===== src/rtl/hazard_stall_unit_pkg.sv =====
// Shared widths and defaults for the D-stage hazard/stall controller.
package hazard_stall_unit_pkg;
    localparam int DEF_AW          = 5;
    localparam int DEF_TW          = 3;
    localparam int DEF_MULT_CYCLES = 5;
    localparam int DEF_DIV_CYCLES  = 10;
    localparam int DEF_CNT_W       = 32;
    // Tuse value for an operand the instruction never reads
    localparam int TUSE_NEVER      = 3;
endpackage


===== src/rtl/md_busy_counter.sv =====
// MDU busy countdown: reloads on every mult/div start, otherwise counts down to 0.
module md_busy_counter #(
    parameter int MULT_CYCLES = 5,
    parameter int DIV_CYCLES  = 10
) (
    input  logic clk,
    input  logic reset_n,
    input  logic start,
    input  logic is_div,
    output logic busy
);
    localparam int CW = $clog2(DIV_CYCLES + 1);

    logic [CW-1:0] md_cnt_q, md_cnt_d;

    // a new start always restarts the countdown, even mid-operation
    always_comb begin
        md_cnt_d = md_cnt_q;
        if (start)
            md_cnt_d = is_div ? CW'(DIV_CYCLES) : CW'(MULT_CYCLES);
        else if (md_cnt_q != '0)
            md_cnt_d = md_cnt_q - CW'(1);
    end

    always_ff @(posedge clk or negedge reset_n) begin
        if (!reset_n) md_cnt_q <= '0;
        else          md_cnt_q <= md_cnt_d;
    end

    assign busy = (md_cnt_q != '0);
endmodule


===== src/rtl/hazard_stall_unit.sv =====
// Tuse/Tnew interlock plus MDU-busy interlock; drives pipeline enables, D/E flush
// and a saturating stall-cycle counter.
module hazard_stall_unit
    import hazard_stall_unit_pkg::*;
#(
    parameter int AW          = DEF_AW,
    parameter int TW          = DEF_TW,
    parameter int MULT_CYCLES = DEF_MULT_CYCLES,
    parameter int DIV_CYCLES  = DEF_DIV_CYCLES,
    parameter int CNT_W       = DEF_CNT_W
) (
    input  logic             clk,
    input  logic             reset_n,
    input  logic [AW-1:0]    D_rs,
    input  logic [AW-1:0]    D_rt,
    input  logic [TW-1:0]    rs_tuse,
    input  logic [TW-1:0]    rt_tuse,
    input  logic             D_md,
    input  logic [AW-1:0]    E_A3,
    input  logic [TW-1:0]    E_tnew,
    input  logic [AW-1:0]    M_A3,
    input  logic [TW-1:0]    M_tnew,
    input  logic             E_md_start,
    input  logic             E_md_div,
    input  logic             cnt_clr,
    output logic             IFU_en,
    output logic             F2D_en,
    output logic             D2E_en,
    output logic             D2E_flush,
    output logic             E2M_en,
    output logic             M2W_en,
    output logic             stall,
    output logic             md_busy,
    output logic [CNT_W-1:0] stall_cnt
);
    logic rs_stall, rt_stall, md_stall;
    logic [CNT_W-1:0] stall_cnt_q, stall_cnt_d;

    // a producer only blocks when its value arrives later than the consumer needs it
    always_comb begin
        rs_stall = ((rs_tuse < E_tnew) && (E_A3 != '0) && (E_A3 == D_rs)) ||
                   ((rs_tuse < M_tnew) && (M_A3 != '0) && (M_A3 == D_rs));
        rt_stall = ((rt_tuse < E_tnew) && (E_A3 != '0) && (E_A3 == D_rt)) ||
                   ((rt_tuse < M_tnew) && (M_A3 != '0) && (M_A3 == D_rt));
    end

    md_busy_counter #(
        .MULT_CYCLES (MULT_CYCLES),
        .DIV_CYCLES  (DIV_CYCLES)
    ) u_md_busy (
        .clk     (clk),
        .reset_n (reset_n),
        .start   (E_md_start),
        .is_div  (E_md_div),
        .busy    (md_busy)
    );

    // the start cycle itself must block: the countdown is not loaded yet
    assign md_stall = D_md && (E_md_start || md_busy);
    assign stall    = rs_stall || rt_stall || md_stall;

    assign IFU_en    = ~stall;
    assign F2D_en    = ~stall;
    assign D2E_en    = ~stall;
    assign D2E_flush = stall;
    assign E2M_en    = 1'b1;
    assign M2W_en    = 1'b1;

    always_comb begin
        stall_cnt_d = stall_cnt_q;
        if (cnt_clr)
            stall_cnt_d = '0;
        else if (stall && (stall_cnt_q != '1))
            stall_cnt_d = stall_cnt_q + CNT_W'(1);
    end

    always_ff @(posedge clk or negedge reset_n) begin
        if (!reset_n) stall_cnt_q <= '0;
        else          stall_cnt_q <= stall_cnt_d;
    end

    assign stall_cnt = stall_cnt_q;
endmodule


===== config.mk =====
export PLATFORM = sky130hd
export DESIGN_NAME = hazard_stall_unit
export DESIGN_NICKNAME = d
export VERILOG_FILES = /design/src/rtl/hazard_stall_unit_pkg.sv /design/src/rtl/md_busy_counter.sv /design/src/rtl/hazard_stall_unit.sv
export SDC_FILE = /design/constraint.sdc
export NUM_CORES = 1
export LEC_CHECK = 0
export ABC_AREA = 0
export CORE_MARGIN = 2
export CORE_UTILIZATION = 41
export DETAILED_ROUTE_END_ITERATION = 8
export GPL_ROUTABILITY_DRIVEN = 1
export GPL_TIMING_DRIVEN = 0
export PLACE_DENSITY = 0.76
export SLEW_MARGIN = 20
export SYNTH_ARGS = -nofsm -noshare
export SYNTH_HDL_FRONTEND = slang
export SYNTH_SLANG_ARGS = --single-unit
export TNS_END_PERCENT = 10

===== constraint.sdc =====
create_clock -name clk -period 2.6 [get_ports clk]
set_input_delay 0.52 -clock clk [delete_from_list [all_inputs] [get_ports clk]]
set_output_delay 0.52 -clock clk [all_outputs]
set_load 0.02 [all_outputs]

# After elaboration in Yosys (flattened, before gate mapping)
# Index checks and enable logic that the tools add are counted.
[totals]
regBits = 36
inputBits = 38
output_inout_bits = 40
wordCells = 39
[op_classes]
n_addsub = 2
order_cmp = 4
n_eq_ne = 5
mux = 5
bitwise = 1
reduce_logical = 20
[ops]
columns = ["op", "count"]
rows = [
  ["$mux W32", 2],
  ["$add A32 B1 Y32 const B", 1],
  ["$ne A32 B32 Y1 const B", 1],
  ["$eq A5 B5 Y1", 4],
  ["$lt A3 B3 Y1", 4],
  ["$mux W4", 3],
  ["$logic_and A1 B1 Y1", 10],
  ["$reduce_bool A5 Y1", 2],
  ["$logic_or A1 B1 Y1", 5],
  ["$reduce_bool A2 Y1", 2],
  ["$reduce_bool A4 Y1", 1],
  ["$sub A4 B1 Y4 const B", 1],
  ["$not A1 Y1", 1],
]

# Logic depth before layout (Yosys ltp)
[depth]
word_depth = 9
ltp_mapped = 12

# Cells and area by module
# Synthesis repeated with hierarchy kept, for this count alone.
[unflattened]
hier_cells = 286
area_unflattened_um2 = 2567.5
[modules_own_cells]
columns = ["module", "instances", "cells_per_inst", "area_each_um2"]
rows = [
  ["hazard_stall_unit", 1, 265, 2331.0],
  ["md_busy_counter", 1, 21, 236.5],
]

# Worst setup path after synthesis
# OpenSTA, ideal clock, no wires.
[synth_path]
path_type = "input-to-output"
from = "input M_A3[1]"
to = "output F2D_en"
arrival_ns = 2.269
slack_ns = -0.189
stages = 8
cell_sequence = "or4_1 nor2_1 nor4_1 a22o_1 nor3_4 buf_6 buf_4 buf_4"
[synth_via]
elab_chain_len = 7
word_cells_on_any_way = 12
[synth_lines]
columns = ["element", "line_no", "source"]
rows = [
  ["start: declaration", "hazard_stall_unit.sv:21", "input logic [AW-1:0] M_A3,"],
  ["$reduce_bool A5 Y1", "hazard_stall_unit.sv:42, hazard_stall_unit.sv:44", ""],
  ["$logic_and A1 B1 Y1, on equally long branches (2 in series)", "hazard_stall_unit.sv:42, hazard_stall_unit.sv:44", ""],
  ["$logic_or A1 B1 Y1, on equally long branches", "hazard_stall_unit.sv:41, hazard_stall_unit.sv:43", ""],
  ["$logic_or A1 B1 Y1 (*) (2 in series)", "hazard_stall_unit.sv:60", "assign stall = rs_stall || rt_stall || md_stall;"],
  ["$not A1 Y1 (*)", "-", ""],
  ["end: declaration", "hazard_stall_unit.sv:27", "output logic F2D_en,"],
]
# Every way passes the cells marked *; elsewhere a longest branch is shown, timed or not.

# Final worst setup path
[layout_path]
from = "input M_A3[1]"
to = "output stall"
[layout_via]
elab_chain_len = 6
word_cells_on_any_way = 11
[layout_lines]
columns = ["element", "line_no", "source"]
rows = [
  ["$reduce_bool A5 Y1", "hazard_stall_unit.sv:42, hazard_stall_unit.sv:44", ""],
  ["$logic_and A1 B1 Y1, on equally long branches (2 in series)", "hazard_stall_unit.sv:42, hazard_stall_unit.sv:44", ""],
  ["$logic_or A1 B1 Y1, on equally long branches", "hazard_stall_unit.sv:41, hazard_stall_unit.sv:43", ""],
  ["$logic_or A1 B1 Y1 (*) (2 in series)", "hazard_stall_unit.sv:60", ""],
  ["end: declaration", "hazard_stall_unit.sv:32", "output logic stall,"],
]
# Marks and branches as above.

==> flow_summary.ini <==
[critical_path]
cp.arrival_ns = 2.22
path_delay_family = simple AND/OR/NAND/NOR gates
critPathBufInv = 5
crit_required_ns = 2.08
crit_fanout = 3
cp_common_cell = buf_6
path_cells = buf_8 > or4_4 > nor2_4 > nor4_2 > a22o_1 > nor3_4 > buf_6 > inv_4 > buf_6 > buf_6
endpoint_kind = output port
cp_slowest_stage_delay_ns = 0.53
startpoint_type = input port
critPathKind = input port to output port
crit_slowest_cell = or4_4

[worst_hold_path]
hp-class = input port to async pin

[global_routing]
grt_start_max_net_pins = 26
globalRouteMet2Util_pct = 35.2
gr-usage-all-layers_pct = 20.7
antenna_found_initial = 0
overflow = 0
grt_pass1_wl_um = 12300
grt_use_met3_pct = 3.79
gr-usage-met1_pct = 26.9
busiest_layer = met2
grt_pass1_vias = 2606

[synthesis]
yosysSeqAreaShare_pct = 33.6
synth.most_common_cell = dfrtp_1
ys_ff_latch = 36
synth_edf_count = 0
synth_flop_cell = dfrtp_1
synth_common_cells = dfrtp_1 (36), nor2_1 (22), o21ai_0 (21), a21oi_1 (20)
ys_async_sr_fraction_pct = 100
ys_types = 52
synth_area_per_cell_sq_um = 8.90
ys_warn_count = 0
synth_area_leader_cell = dfrtp_1
synth_area_leaders = dfrtp_1 (34%), ha_1 (5.1%), o21ai_0 (3.9%), xor2_1 (3.9%), mux2_1 (3.8%)
yosysTopAreaCellShare_pct = 33.6
netlist_area_sq_um = 2680
synth_cells = 301

[timing]
max_slew_margin_pct = 59.0
hold_viol_final = 0
layout_worst_path_cycle_share_pct = 105
fmax_ghz = 0.365
worst_pin_slew_ns = 0.613
rsz0062_at_grt = true
drv_slew = 0
setup_viol = 13
min_period_ns = 2.74
worst_slack_ns = -0.137
clock_skew_ns = 0.0111

[clock_network]
cts_buffers = 5
clockBufferDepth = 2
cts.clk_slew.worst_paths_ns = 0.08
cts.htree.levels = 2
cts_tree = built
clock_latency_ns = 0.30
cts.sinks = 36
cts_hold_buf = 0
root_buffer = clkbuf_8

[cells_and_area]
nFillCells = 541
fin_nets = 443
n_antenna_cell = 0
drive_above_1_share_pct = 22.8
finalInstanceArea_sq_um = 3890
area_delta_synth_final_pct = 45.5

[pwr]
p_comb_share_pct = 26.6
p_switching_mw = 0.445
switching_share_pct = 28.3
ir_worst_vdd_uv = 266
p_clk_share_pct = 35.3
p_int_mw = 1.12
power_density_nw_per_um2 = 403
p_total_mw = 1.57
p_leak_nw = 1.60
sequentialPowerShare_pct = 38.0

[route]
drc = 0
drt_iter0_drc = 183
viasPerCell = 5.68
ant_nets = 0
first_pass_iters = 5
post_drt_wl_per_cell_um = 15.8
wirelength_um = 7460
routed-via-count = 2680

[place]
port_buffers = 75
routabilityCongestion = 0.795
place.detailed.hpwl_um = 5410
postPlaceCellArea_sq_um = 3560

[die]
die_y_um = 84.8
num_rows = 29
core_sq_um = 6350
initial_core_util_pct = 42.2
io_pins = 78
die_area_sq_um = 7190
die_x_um = 84.8

[status]
outcome = finished, violations left
failed_checks = negative setup slack

[job]
maxCapViolations = 0
## logic make-up after synthesis
logic type / share of synthesized area (%)
compound gates: 13.0
simple gates: 28.6
flops: 33.6
fa+ha+maj: 5.14
xor+xnor: 7.52
buf+inv: 7.29
mux: 4.63
other cells: 0.140
## stage by stage
stage / util (%) / worst slack, ns / cells / TNS, ns / hold slack, ns
detailed placement: 56.1 / -1.37 / 455 / -21.62 / 0.436
global placement: 55.8 / -1.33 / 454 / -19.84 / 0.562
finish: 61.3 / -0.137 / 472 / -0.704 / 0.108
global route: 61.3 / -0.189 / 472 / -2.07 / 0.116
floorplan: - / -0.0639 / 302 / -0.128 / 0.224
CTS: 59.3 / -0.178 / 469 / -1.06 / 0.109
## area by class of cell
cell class,instances,area (sq um),area share (%)
inverters,13,51.3,1.32
flip-flops and latches,36,903,23.2
multi-input cells,233,1730,44.4
well taps,77,96.3,2.47
repair buffers,87,836,21.5
clock inverters,1,30.0,0.771
plain buffers,18,154,3.95
clock buffers,7,96.3,2.47
## power by group through the flow
stage | clock network (mW) | registers (mW) | logic [mW]
floorplan | 0 | 0.607 | 0.212
global placement | 0 | 0.606 | 0.372
detailed placement | 0 | 0.607 | 0.383
CTS | 0.564 | 0.596 | 0.403
global route | 0.581 | 0.600 | 0.459
finish | 0.555 | 0.597 | 0.418
## layout by cell type, fill, tap and decap left out, types with 8 or more instances in the layout
cell | netlist | layout
nand2_1 | 12 | 12
dlygate4sd2_1 | 0 | 18
inv_1 | 12 | 10
nor2_1 | 22 | 20
nand4_1 | 13 | 13
o21ai_0 | 21 | 17
xnor2_1 | 11 | 11
nor2b_1 | 11 | 11
dfrtp_1 | 36 | 34
nand3_1 | 12 | 12
or3_1 | 13 | 13
clkdlybuf4s50_1 | 0 | 45
xor2_1 | 12 | 12
buf_6 | 3 | 11
ha_1 | 11 | 11
a21oi_1 | 20 | 18
buf_4 | 7 | 13
mux2_1 | 9 | 8
## flip-flops by register name (all words and copies together) (netlist names)
signal / flops
u_md_busy.md_cnt_q: 4
stall_cnt: 32
## final timing paths
kind / slack (ns) / cells after the start / from / end
worst max register to register: 0.02 / 8 / stall_cnt[10] / stall_cnt[3]
worst max-delay path: -0.14 / 10 / M_A3[1] / stall
max in group asynchronous: 2.03 / 2 / reset_n / stall_cnt[2]
worst min register to register: 0.58 / 2 / stall_cnt[20] / stall_cnt[20]
min in group clk: 0.58 / 2 / stall_cnt[20] / stall_cnt[20]
worst min-delay path: 0.11 / 1 / reset_n / stall_cnt[14]
## routing by layer
| layer | part of all wire, % | vias up | routed length [um] |
|---|---|---|---|
| li1 | - | 1276 | - |
| met1 | 42 | 1283 | 3110 |
| met2 | 50 | 109 | 3760 |
| met3 | 6.6 | 12 | 490 |
| met4 | 1.4 | 0 | 102 |
| met5 | 0 | - | 0 |
## what timing repair did
item / in CTS / in global routing
setup endpoints to repair: 36 / 25
gates resized for setup: 91 / 31
setup buffers: 7 / 4
pin swaps: 12 / 7
gates cloned: 0 / 0
Power figures use the tool's default switching activity.
